--- src/rtl/spi_master_gen.sv ---
// spi_master_gen: byte-wide SPI master (mode 0 / mode 2, CPHA fixed at 0) with
// a programmable SCK divider, selectable idle polarity and NUM_CS registered
// active-low chip selects. Intended to sit between CPU I/O decode glue
// (DivMMC, ZXMMC, ...) and the SD/MMC SPI pins, entirely in clk_sys.
//
// Ports:
//   clk_sys     system clock, all logic on posedge
//   reset       synchronous active-high reset, aborts any transfer
//   div         SCK half-period minus one (clk_sys cycles), latched at start
//   cpol        SCK idle level, latched at start
//   tx / rx     one-cycle start strobes; tx sends din, rx sends 8'hFF
//   din         transmit byte
//   dout        last completed received byte (held until next completion)
//   busy        transfer in progress
//   done        one-cycle pulse at transfer completion
//   ss_we       load chip-select register from ss_din (any state)
//   ss_din      chip-select value
//   spi_ss      chip selects, active low, registered
//   spi_clk     SCK, registered
//   spi_di      MISO
//   spi_do      MOSI, always shreg[7]
//   sd_activity busy or any chip select asserted (activity LED)
//
// Handshake: a start strobe is accepted only on a clk_sys edge where the
// engine is idle (busy=0); strobes while busy=1 are dropped, nothing is
// queued. done rises for exactly one cycle after the last SCK edge, and a
// strobe presented in that done cycle is accepted, so back-to-back transfers
// are separated by a single idle cycle.
module spi_master_gen #(
  parameter int NUM_CS = 2,
  parameter int DIV_W  = 4
) (
  input  logic              clk_sys,
  input  logic              reset,
  input  logic [DIV_W-1:0]  div,
  input  logic              cpol,
  input  logic              tx,
  input  logic              rx,
  input  logic [7:0]        din,
  output logic [7:0]        dout,
  output logic              busy,
  output logic              done,
  input  logic              ss_we,
  input  logic [NUM_CS-1:0] ss_din,
  output logic [NUM_CS-1:0] spi_ss,
  output logic              spi_clk,
  input  logic              spi_di,
  output logic              spi_do,
  output logic              sd_activity
);

  typedef enum logic {
    IDLE = 1'b0,
    XFER = 1'b1
  } state_t;

  // state is kept as a named internal signal so checkers can bind to it.
  state_t state;
  state_t state_next;

  logic [DIV_W-1:0] div_l;
  logic             cpol_l;
  logic [DIV_W-1:0] divcnt;
  logic [4:0]       edgecnt;
  logic [7:0]       shreg;
  logic             rxbit;

  // Decoded control for the datapath.
  logic start;   // accept a strobe this edge
  logic tick;    // divider wrapped: SCK toggles this edge
  logic last;    // this toggle is the 16th, transfer completes

  always_comb begin
    state_next = state;
    start      = 1'b0;
    tick       = 1'b0;
    last       = 1'b0;
    case (state)
      IDLE: begin
        if (tx | rx) begin
          start      = 1'b1;
          state_next = XFER;
        end
      end
      XFER: begin
        if (divcnt == div_l) begin
          tick = 1'b1;
          if (edgecnt == 5'd15) begin
            last       = 1'b1;
            state_next = IDLE;
          end
        end
      end
      default: state_next = IDLE;
    endcase
  end

  always_ff @(posedge clk_sys) begin
    if (reset) begin
      state <= IDLE;
    end else begin
      state <= state_next;
    end
  end

  always_ff @(posedge clk_sys) begin
    if (reset) begin
      div_l   <= '0;
      cpol_l  <= 1'b0;
      divcnt  <= '0;
      edgecnt <= 5'd0;
      shreg   <= 8'hFF;
      rxbit   <= 1'b0;
      dout    <= 8'hFF;
      busy    <= 1'b0;
      done    <= 1'b0;
      spi_ss  <= '1;
      spi_clk <= 1'b0;
    end else begin
      done <= 1'b0;

      // Chip selects are independent of the transfer engine; the glue owns
      // any sequencing between ss changes and transfers.
      if (ss_we) begin
        spi_ss <= ss_din;
      end

      if (state == IDLE) begin
        // SCK follows the live cpol input while idle so the bus shows the
        // selected idle level before the first transfer.
        spi_clk <= cpol;
        if (start) begin
          div_l   <= div;
          cpol_l  <= cpol;
          shreg   <= tx ? din : 8'hFF;
          divcnt  <= '0;
          edgecnt <= 5'd0;
          busy    <= 1'b1;
        end
      end else begin
        if (tick) begin
          divcnt  <= '0;
          edgecnt <= edgecnt + 5'd1;
          if (last) begin
            // Final trailing edge: SCK back to idle, byte complete.
            spi_clk <= cpol_l;
            shreg   <= {shreg[6:0], rxbit};
            dout    <= {shreg[6:0], rxbit};
            busy    <= 1'b0;
            done    <= 1'b1;
          end else begin
            spi_clk <= ~spi_clk;
            // edgecnt holds the number of toggles already made, so an even
            // count means this toggle is a leading (odd-numbered) edge.
            if (!edgecnt[0]) begin
              rxbit <= spi_di;
            end else begin
              shreg <= {shreg[6:0], rxbit};
            end
          end
        end else begin
          divcnt <= divcnt + 1'b1;
        end
      end
    end
  end

  assign spi_do      = shreg[7];
  assign sd_activity = busy | ~&spi_ss;

endmodule

--- config.mk ---
export PLATFORM = sky130hd
export DESIGN_NAME = spi_master_gen
export DESIGN_NICKNAME = d
export VERILOG_FILES = /design/src/rtl/spi_master_gen.sv
export SDC_FILE = /design/constraint.sdc
export NUM_CORES = 1
export LEC_CHECK = 0
export BUFFER_PORTS_ARGS = -buffer_cell sky130_fd_sc_hd__buf_2
export CAP_MARGIN = 20
export CORE_MARGIN = 2
export CORE_UTILIZATION = 48
export CTS_CLUSTER_DIAMETER = 200
export CTS_CLUSTER_SIZE = 24
export DETAILED_ROUTE_END_ITERATION = 8
export PLACE_DENSITY = 0.82
export SLEW_MARGIN = 0
export SYNTH_ARGS = -nofsm -noshare
export SYNTH_HDL_FRONTEND = slang
export SYNTH_SLANG_ARGS = --single-unit
--- constraint.sdc ---
create_clock -name clk_sys -period 1.7 [get_ports clk_sys]
set_input_delay 0.085 -clock clk_sys [delete_from_list [all_inputs] [get_ports clk_sys]]
set_output_delay 0.085 -clock clk_sys [all_outputs]
set_load 0.02 [all_outputs]
==> metrics.md <==
| Metric | Value |
|---|---|
| Via Count | `between 1.5k and 2k` |
| Hold Vio Cnt, Final | `0` |
| Critical Path AT | `approximately 1.9 ns` |
| Mean post-synth cell area | `8.106 µm²` |
| Final Cell Area | `between 2000 and 2500 µm²` |
| Clk root buf | `clkbuf_4` |
| DR iter-0 viols | `between 90 and 100` |
| Max_slew headroom | `between 60% and 70%` |
| Crit-path max FO | `5` |
| CTS tree | `yes` |
| CP most frequent cell | `ha_2` |
| # diodes | `0` |
| Dpl ws | `~0.04 ns` |
| Peak VDD IR | `around 0.0005 V` |
| DRC viols | `0` |
| Antenna violations before repair | `0` |
| Syn Nets | `about 240` |
| Status | `finished clean` |
| Netlist Area Pre-Place | `about 1700 µm²` |
| Drt via density | `5.566` |
| Final Util | `about 66%` |
| Htree depth | `2` |
| Top post-synthesis cells by area | `dfxtp_1 (43%), nand2_1 (7.2%), nor2_1 (6.3%), a21oi_1 (4.6%), mux2i_1 (4.6%)` |
| Die Span X | `63.98 µm` |
| Core Rows | `21` |
| Fmax achieved | `604.2 MHz` |
| Post-synth EDFFs | `0` |
| Die ar. | `approximately 4100 µm²` |
| Slew Limit Fails | `0` |
| Max Cap Viol | `0` |
| Crit-path slowest cell | `or4_1` |
| # nets final | `~290` |
| Synth Register Bits | `37` |
| Slew @ Worst Pin | `between 0.4 and 0.5 ns` |
| DRT Pass-1 Iters | `4` |
| Clock skew | `between 0.007 and 0.008 ns` |
| CP Class | `reg -> reg` |
| FILL cells | `268` |
| Clock sinks | `37` |
| Ys async rst share | `0%` |
| Post-DP Area | `approximately 2000 µm²` |
| Final WL | `roughly 4200 µm` |
| Synth Area in Adders | `about 2.2%` |
| Multiplexer share of the synthesized area | `4.638%` |
| Buffers on Ports | `35` |
| Synth top cells by count | `dfxtp_1 (37), nand2_1 (33), nor2_1 (29)` |
| Share of cells above drive strength 1 | `a little over a quarter` |
| Simple-Gate Fraction of Synth Area | `between 20% and 30%` |
| Wire length of the first global-routing pass | `between 7000 and 8000 µm` |
| Count leader, synth | `dfxtp_1` |
| Hold Crit Class | `in -> reg` |
| Minimum clock period | `1.655 ns` |
| CTS Buf Count | `5` |
| Crit-path cells | `ha_2 > and3_1 > ha_2 > nor2_1 > a21oi_1 > or4_1 > o311ai_2` |
| Yosys warns | `0` |
| Setup TNS | `0 ns` |
| CTS Buffer Depth | `2` |
| I/O pin total | `36` |
| P&R area growth vs syn | `29.13%` |
| Unrepaired setup endpoints after global routing | `true` |
| GP Congestion | `0.8363` |
| Starting Density | `50.94%` |
| Depth of the worst register-to-register path | `7` |
| Routed Antenna Nets | `0` |
| Min Hold Slack | `around 0.12 ns` |
| Wire per inst | `13.69 µm` |
| Post-synthesis compound-gate area fraction | `15.36%` |
| Setup Buffers After CTS | `0` |
| Final setup fails | `0` |
| GRT Util Overall | `22.72%` |
| Xor and xnor area share after synthesis | `2.029%` |
| Worst path required time | `around 2.0 ns` |
| Seq/Total Area, Yosys | `between 40% and 50%` |
| Worst hold path depth | `5` |
| Tcrit/Tclk final | `between 90% and 100%` |
| GR Overflow Total | `0` |
| Netlist cell types | `36` |
| Startpoint types | `register` |
| Vias in the first global route | `between 1.5k and 2k` |
| Die Y | `between 60 and 70 µm` |
| Fin worst setup slack | `~0.045 ns` |
| Hpwl dp | `between 2000 and 3000 µm` |
| CP Capture Type | `register` |
| Area leader, netlist | `dfxtp_1` |
| Worst skew pair latency | `roughly 0.36 ns` |
| Critical path's largest stage delay | `0.44 ns` |
| Clock slew at reported path FFs | `~0.11 ns` |
| CORE AREA | `about 3400 µm²` |
| Leak pwr | `0.0008630 µW` |
| Post-synth top flop | `dfxtp_1` |
| Power density over the cells | `approximately 830 nW/µm²` |
| Synth top area share | `between 40% and 50%` |
| Mapped Cells | `around 210` |
| Largest net degree at the start of global routing | `28` |
| Largest family of logic cells by synthesized area | `simple AND/OR/NAND/NOR gates` |
==> repair_timing <==
action                                  in CTS  in global routing
hold endpoints to repair                     8                  0
endpoints found under the setup margin       0                 16
resized for setup                            0                 12
hold buffers                                10                  0
==> registers in the layout, indices dropped and copies added, names as in the netlist <==
signal / flops
spi_ss: 2
divcnt: 4
cpol_l: 1
edgecnt: 5
spi_clk: 1
div_l: 4
dout: 8
shreg: 8
state: 1
rxbit: 1
done: 1
busy: 1
==> cells in the final DEF (no fill, tap or decap), types with 5 or more instances in the layout <==
master	instances
buf_2	35
dfxtp_1	34
nand2_1	33
nor2_1	29
a21oi_1	16
buf_4	13
nand4_1	11
dlygate4sd3_1	10
o211ai_1	9
mux2i_1	6
clkbuf_4	5
==> cells by family (layout without fill, tap and decap cells) <==
logic type | Yosys count | count (layout)
adder cells (fa/ha/maj) | 3 | 3
AO/OA/AOI/OAI | 41 | 41
AND/OR/NAND/NOR | 100 | 100
XOR/XNOR | 4 | 4
multiplexers | 8 | 8
flip-flops | 37 | 37
buffers and inverters | 20 | 70
==> stage by stage <==
step / instances / power [µW]
2_1_floorplan: 213 / 1173
3_3_place_gp: 291 / 1291
3_5_place_dp: 291 / 1297
4_1_cts: 309 / 1842
5_1_grt: 309 / 1934
6_report: 309 / 1843
==> worst max-delay path, delay by kind of cell (launching register included) <==
family | cells | cell delay (ns)
simple gates | 3 | 0.71
flops | 1 | 0.35
fa+ha+maj | 2 | 0.37
compound gates | 2 | 0.14
==> layer usage <==
metal	up-vias	GRT usage (%)	routed length, µm
met2	52	35.81	2031
met4	0	13.86	115
met5	-	0	0
li1	854	-	-
met1	802	27.77	1835
met3	12	5.634	248
==> path summary, 6_finish.rpt <==
check / slack, ns / to / start
hold / removal: 0.12 / shreg[5]$_SDFFE_PP1P_ / din[5]
hold reg to reg: 0.47 / div_l[2]$_SDFFE_PP0P_ / div_l[2]$_SDFFE_PP0P_
setup reg to reg: 0.04 / spi_clk$_SDFFE_PP0N_ / edgecnt[1]$_SDFFE_PP0P_
setup / recovery: 0.04 / spi_clk$_SDFFE_PP0N_ / edgecnt[1]$_SDFFE_PP0P_
==> cell type report <==
type / count / area (µm²) / area share [%]
inverter: 2 / 7.507 / 0.3367
multi-input combinational: 156 / 945.9 / 42.42
sequential: 37 / 744.5 / 33.39
timing repair buffer: 60 / 404.1 / 18.13
tap: 46 / 57.56 / 2.581
clock buffer: 7 / 65.06 / 2.918
clock inverter: 1 / 5.005 / 0.2245
==> power by group <==
part	switching, µW	internal (µW)	total (µW)
clock network	290	239	529
registers	34.3	913	947
logic	208	159	366
Power figures use the tool's default switching activity.
